**config.mk**
```make
export PLATFORM = sky130hd
export DESIGN_NAME = carry_chain_seq_ctrl
export DESIGN_NICKNAME = d
export VERILOG_FILES = /design/src/rtl/carry_chain_pkg.sv /design/src/rtl/carry_chain_seq_ctrl.sv
export SDC_FILE = /design/constraint.sdc
export NUM_CORES = 1
export LEC_CHECK = 0
export ABC_CLOCK_PERIOD_IN_PS = 2200
export CAP_MARGIN = 20
export CORE_MARGIN = 2
export CORE_UTILIZATION = 50
export CTS_BUF_LIST = sky130_fd_sc_hd__clkbuf_8 sky130_fd_sc_hd__clkbuf_16
export CTS_CLUSTER_SIZE = 20
export DETAILED_ROUTE_END_ITERATION = 8
export PLACE_DENSITY = 0.84
export SYNTH_ARGS = -nofsm -noshare
export SYNTH_HDL_FRONTEND = slang
export SYNTH_SLANG_ARGS = --single-unit
```
**constraint.sdc**
```tcl
create_clock -name clk -period 2.2 [get_ports clk]
set_input_delay 0.33 -clock clk [delete_from_list [all_inputs] [get_ports clk]]
set_output_delay 0.33 -clock clk [all_outputs]
set_load 0.005 [all_outputs]
```
**src/rtl/carry_chain_pkg.sv**
```systemverilog
// Shared types, sizing helpers and configuration check for the carry-chain sequencer.
package carry_chain_pkg;

  localparam int unsigned TOTAL_W_DEF = 32;
  localparam int unsigned CHAIN_W_DEF = 8;

  typedef enum logic [1:0] {
    IDLE = 2'd0,
    RUN  = 2'd1,
    DONE = 2'd2
  } state_e;

  // Number of segment passes needed to cover the full operand width.
  function automatic int unsigned calc_nchunk(input int unsigned tw, input int unsigned cw);
    return tw / cw;
  endfunction

  // Chunk-index width; never below one bit.
  function automatic int unsigned calc_idx_w(input int unsigned n);
    return (n < 2) ? 1 : $clog2(n);
  endfunction

  // Operand width must split evenly into at least two segment passes.
  function automatic bit cfg_ok(input int unsigned tw, input int unsigned cw);
    return (cw != 0) && ((tw % cw) == 0) && ((tw / cw) >= 2);
  endfunction

  localparam int unsigned NCHUNK = calc_nchunk(TOTAL_W_DEF, CHAIN_W_DEF);
  localparam int unsigned IDX_W  = calc_idx_w(NCHUNK);
  localparam bit          CFG_OK = cfg_ok(TOTAL_W_DEF, CHAIN_W_DEF);

endpackage

```
**src/rtl/carry_chain_seq_ctrl.sv**
```systemverilog
// Multi-cycle wide add/subtract sequencer driving one shared carry-chain segment.
module carry_chain_seq_ctrl
  import carry_chain_pkg::*;
#(
  parameter int unsigned TOTAL_W = 32,
  parameter int unsigned CHAIN_W = 8
) (
  input  logic               clk,
  input  logic               reset,
  input  logic               in_valid,
  output logic               in_ready,
  input  logic [TOTAL_W-1:0] in_a,
  input  logic [TOTAL_W-1:0] in_b,
  input  logic               in_sub,
  output logic               out_valid,
  input  logic               out_ready,
  output logic [TOTAL_W-1:0] out_sum,
  output logic               out_cout,
  output logic               out_ovf,
  output logic [CHAIN_W-1:0] chain_p,
  output logic [CHAIN_W-1:0] chain_g,
  output logic               chain_ci,
  input  logic [CHAIN_W-1:0] chain_sum,
  input  logic               chain_co
);

  localparam int unsigned N_CHUNK = calc_nchunk(TOTAL_W, CHAIN_W);
  localparam int unsigned CIDX_W  = calc_idx_w(N_CHUNK);
  localparam int unsigned REM_W   = TOTAL_W - CHAIN_W;

  if (!cfg_ok(TOTAL_W, CHAIN_W)) begin : g_cfg_bad
    $error("carry_chain_seq_ctrl: TOTAL_W must be a multiple of CHAIN_W with at least two chunks");
  end

  state_e              r_state;
  logic [REM_W-1:0]    r_a;        // chunks still to be presented, next one at the bottom
  logic [REM_W-1:0]    r_b;
  logic [REM_W-1:0]    r_sum;      // chunks already summed, newest at the top
  logic                r_a_msb;
  logic                r_b_msb;
  logic [CIDX_W-1:0]   r_idx;

  logic [TOTAL_W-1:0]  w_bx;
  logic [TOTAL_W-1:0]  w_sum_full;
  logic                w_accept;
  logic                w_last;

  // New operands are taken when idle, or when a finished result leaves this cycle.
  assign in_ready   = (r_state == IDLE) || ((r_state == DONE) && out_ready);
  assign w_accept   = in_valid && in_ready;
  assign w_bx       = in_b ^ {TOTAL_W{in_sub}};
  assign w_last     = (r_idx == CIDX_W'(N_CHUNK - 1));
  assign w_sum_full = {chain_sum, r_sum};

  // Sequencer: segment inputs are registered one cycle ahead so the segment
  // sees chunk k (and chain_ci acts as the inter-chunk carry register) during RUN cycle k.
  always_ff @(posedge clk) begin
    if (reset) begin
      r_state   <= IDLE;
      r_a       <= '0;
      r_b       <= '0;
      r_sum     <= '0;
      r_a_msb   <= 1'b0;
      r_b_msb   <= 1'b0;
      r_idx     <= '0;
      out_valid <= 1'b0;
      out_sum   <= '0;
      out_cout  <= 1'b0;
      out_ovf   <= 1'b0;
      chain_p   <= '0;
      chain_g   <= '0;
      chain_ci  <= 1'b0;
    end else if (w_accept) begin
      r_state   <= RUN;
      r_a       <= in_a[TOTAL_W-1:CHAIN_W];
      r_b       <= w_bx[TOTAL_W-1:CHAIN_W];
      r_sum     <= '0;
      r_a_msb   <= in_a[TOTAL_W-1];
      r_b_msb   <= w_bx[TOTAL_W-1];
      r_idx     <= '0;
      out_valid <= 1'b0;
      chain_p   <= in_a[CHAIN_W-1:0] ^ w_bx[CHAIN_W-1:0];
      chain_g   <= in_a[CHAIN_W-1:0] & w_bx[CHAIN_W-1:0];
      chain_ci  <= in_sub;
    end else begin
      case (r_state)
        RUN: begin
          r_sum <= w_sum_full[TOTAL_W-1:CHAIN_W];
          if (w_last) begin
            r_state   <= DONE;
            out_valid <= 1'b1;
            out_sum   <= w_sum_full;
            out_cout  <= chain_co;
            out_ovf   <= (r_a_msb == r_b_msb) && (chain_sum[CHAIN_W-1] != r_a_msb);
            chain_p   <= '0;
            chain_g   <= '0;
            chain_ci  <= 1'b0;
          end else begin
            r_idx    <= r_idx + CIDX_W'(1);
            r_a      <= r_a >> CHAIN_W;
            r_b      <= r_b >> CHAIN_W;
            chain_p  <= r_a[CHAIN_W-1:0] ^ r_b[CHAIN_W-1:0];
            chain_g  <= r_a[CHAIN_W-1:0] & r_b[CHAIN_W-1:0];
            chain_ci <= chain_co;
          end
        end
        DONE: begin
          if (out_ready) begin
            r_state   <= IDLE;
            out_valid <= 1'b0;
          end
        end
        default: begin
          r_state <= IDLE;
        end
      endcase
    end
  end

endmodule

```
==> qor.csv <==
stage,metric,value,unit
route,drt drc,0,
die,DIE HEIGHT,110,um
power,P per Cell Area,800,nW/um^2
cts,CTS clock-pin slew for the worst setup and hold paths,0.06,ns
synth,cell area after synthesis,5630,sq um
hold_path,Hold Crit Endpoint,out_sum[3],
synth,Netlist cell types,36,
die,row cnt,38,
timing,Tightest Pin Transition,0.728,ns
hold_path,HP Start,reset,
setup_path,CP cell instances,"and2b_2, nor2_1, clkdlybuf4s50_1",
synth,synthesis warning total,0,
cells_and_area,Final #Nets,862,
timing,clk_skew,0.00992,ns
setup_path,"Largest delay share family, worst path",buffers and inverters,
run,MaxCap Viol Count,0,
cts,Post CTS Setup Buffer Count,0,
synth,"FF+latch count, synth",130,
cts,Root Driver,clkbuf_8,
setup_path,r2r startpoint,r_idx[0],
hold_path,WHS Path Cells,3,
setup_path,CP max stage cell,clkdlybuf4s50_1,
grt,first-pass GRT wire length,23700,um
setup_path,flop2flop setup slack,0.24,ns
route,"antenna viol nets, final",0,
route,final wirelength,15000,um
die,Initial Util,51.7,%
die,io pins,131,
synth,Mapped Cells,658,
timing,Final Setup Violations,0,
power,Static Leak,2.74,nW
timing,Final min period,2.09,ns
timing,Setup TNS,0,ns
cells_and_area,layout cells sized above 1,7.84,%
place,routability cong.,0.823,
cells_and_area,final core utilization,69.5,%
setup_path,crit-path max cell delay,0.52,ns
setup_path,crit path max fanout,11,
synth,"Seq/Total Area, Yosys",46.3,%
cells_and_area,most frequent cells in the layout,"nand2_1, dfxtp_1, clkdlybuf4s50_1, a21oi_1",
synth,Synth Net Count,753,
cts,CTS tree,built,
place,Placed Area,6960,sq um
cts,Num CTS Buffers,17,
grt,vias in the first global route,4951,
cts,"Clk Latency, worst-skew pair",0.52,ns
timing,Max Fclk,478,MHz
cells_and_area,Antenna Cells,0,
setup_path,critical path class,reg2out,
place,Post-DP HPWL,9960,um
synth,Avg Inst Size Synth,8.55,sq um
route,initial DRC count,413,
hold_path,Hold Crit Class,in2reg,
timing,Final Hold Fails,0,
die,die width,110,um
power,peak supply drop,541,uV
cts,Num Clock Sinks,130,
route,vias per inst,5.62,
grt,gr usage total,25.2,%
setup_path,Setup crit end kind,primary output,
die,Core ar.,10900,sq um
route,WL/cell,16.3,um
cells_and_area,"commonest non-fill, non-tap cell in the layout",nand2_1,
cts,H-tree depth,4,
setup_path,CP startpoint kind,flop,
timing,relative slew slack,51.2,%
setup_path,Worst R2R End,r_a[10],
setup_path,Crit path arrival time,1.76,ns
route,Via Count,5163,
place,port bufs,130,
grt,Overflow after GRT,0,
die,die area,12100,sq um
cells_and_area,area grow syn2layout,34.5,%
timing,Pins Over Slew Limit,0,
cells_and_area,filler instances,767,
timing,minimum hold slack,0.356,ns
route,first drt pass iteration count,5,
setup_path,CP Buf/Inv Count,1,
timing,RSZ-0062 raised after global routing,no,
cts,clk buf depth,2,
cells_and_area,final instance area,7570,sq um
setup_path,worst r2r path cells,5,
grt,largest net degree at the start of global routing,53,
power,Final Power,6.05,mW
status,status,completed,
setup_path,CP required,1.87,ns
grt,initial antenna violation count,0,
timing,Final period util,95.2,%
==> worst max-delay path by stage <==
stage	startpoint	to	cells past startpoint
after detailed placement	out_ready	chain_g[7]	5
after floorplan	r_idx[0]	r_b[15]	6
final	r_state[1]	in_ready	3
after global placement	out_ready	chain_g[0]	5
after CTS	r_state[1]	in_ready	3
after global routing	r_state[1]	in_ready	3
==> kinds of logic (layout without fill, tap and decap cells) <==
group | count (synthesis) | count (layout) | synth area share (%)
AOI/OAI and AO/OA | 150 | 150 | 18.2
xor gates and xnor gates | 33 | 33 | 5.14
adders and majority gates | 17 | 17 | 3.78
buffers and inverters | 61 | 181 | 5.63
DFF | 130 | 130 | 46.3
and+or+nand+nor | 267 | 267 | 21.0
==> worst reg2reg max path: stages (launching register included) <==
cell      delay [ns]
dfxtp_1         0.38
ha_1            0.35
or3b_2          0.18
buf_4           0.43
nand2_1         0.15
a311oi_1        0.36
==> Yosys cell counts <==
library cell / n / share of area [%]
a31oi_1: 1 / 0.11
nor2b_1: 3 / 0.33
o21ai_0: 3 / 0.27
buf_4: 2 / 0.27
and2_1: 17 / 1.9
or3b_2: 1 / 0.16
buf_2: 28 / 2.5
nand3b_1: 2 / 0.27
nor3b_4: 1 / 0.33
nand3_1: 9 / 0.80
nor4b_4: 1 / 0.42
dfxtp_1: 130 / 46
o211ai_1: 9 / 1.2
and2b_1: 1 / 0.13
ha_1: 17 / 3.8
a211oi_1: 1 / 0.13
nand2_1: 189 / 13
a311oi_2: 1 / 0.27
a21oi_1: 77 / 6.8
xnor2_1: 1 / 0.16
a311oi_1: 31 / 4.8
clkinv_1: 1 / 0.067
nand2b_1: 4 / 0.44
o31ai_1: 7 / 0.93
clkbuf_1: 22 / 1.5
o32ai_2: 1 / 0.29
nor3_1: 32 / 2.8
buf_6: 6 / 1.2
a221o_1: 17 / 3.0
o21a_1: 1 / 0.13
and3b_1: 1 / 0.16
buf_1: 2 / 0.13
o21ai_2: 1 / 0.16
nor2_1: 5 / 0.33
xor2_1: 32 / 5.0
nor3_4: 1 / 0.29
==> layout make-up <==
class	count	area, sq um	area share, %
timing repair buffer	150	1480	19.6
clock inverter	10	134	1.77
multi-input combinational	467	2710	35.8
clock buffer	20	455	6.02
tap	140	175	2.31
inverter	1	3.75	0.0496
sequential	130	2610	34.4
==> report_power, final <==
group | internal [mW] | switching, mW
sequential | 2.47 | 0.0814
combinational | 0.353 | 0.348
clock | 1.80 | 1.00
total | 4.62 | 1.43
==> stage by stage <==
step / setup slack, ns / instances
after global routing: 0.0203 / 918
after detailed placement: 0.0661 / 887
after floorplan: 0.586 / 658
after CTS: 0.0734 / 917
final: 0.106 / 918
after global placement: 0.131 / 887
==> timing repair <==
action                                  CTS  global route
hold buffers                              0             0
endpoints found under the setup margin    1             1
gates resized for setup                   1             1
==> state kept, by name, indices dropped and copies added (netlist names), 2 cells and up <==
name     cells
chain_g      8
r_state      2
r_idx        2
r_b         24
r_a         24
out_sum     32
chain_p      8
r_sum       24
==> per-layer routing <==
layer	GRT usage [%]	vias up	wire (um)
met1	31.3	2390	6480
met2	41.4	245	7020
li1	-	2500	-
met3	7.41	28	1170
met5	0	-	0
met4	9.13	0	278
Power figures use the tool's default switching activity.
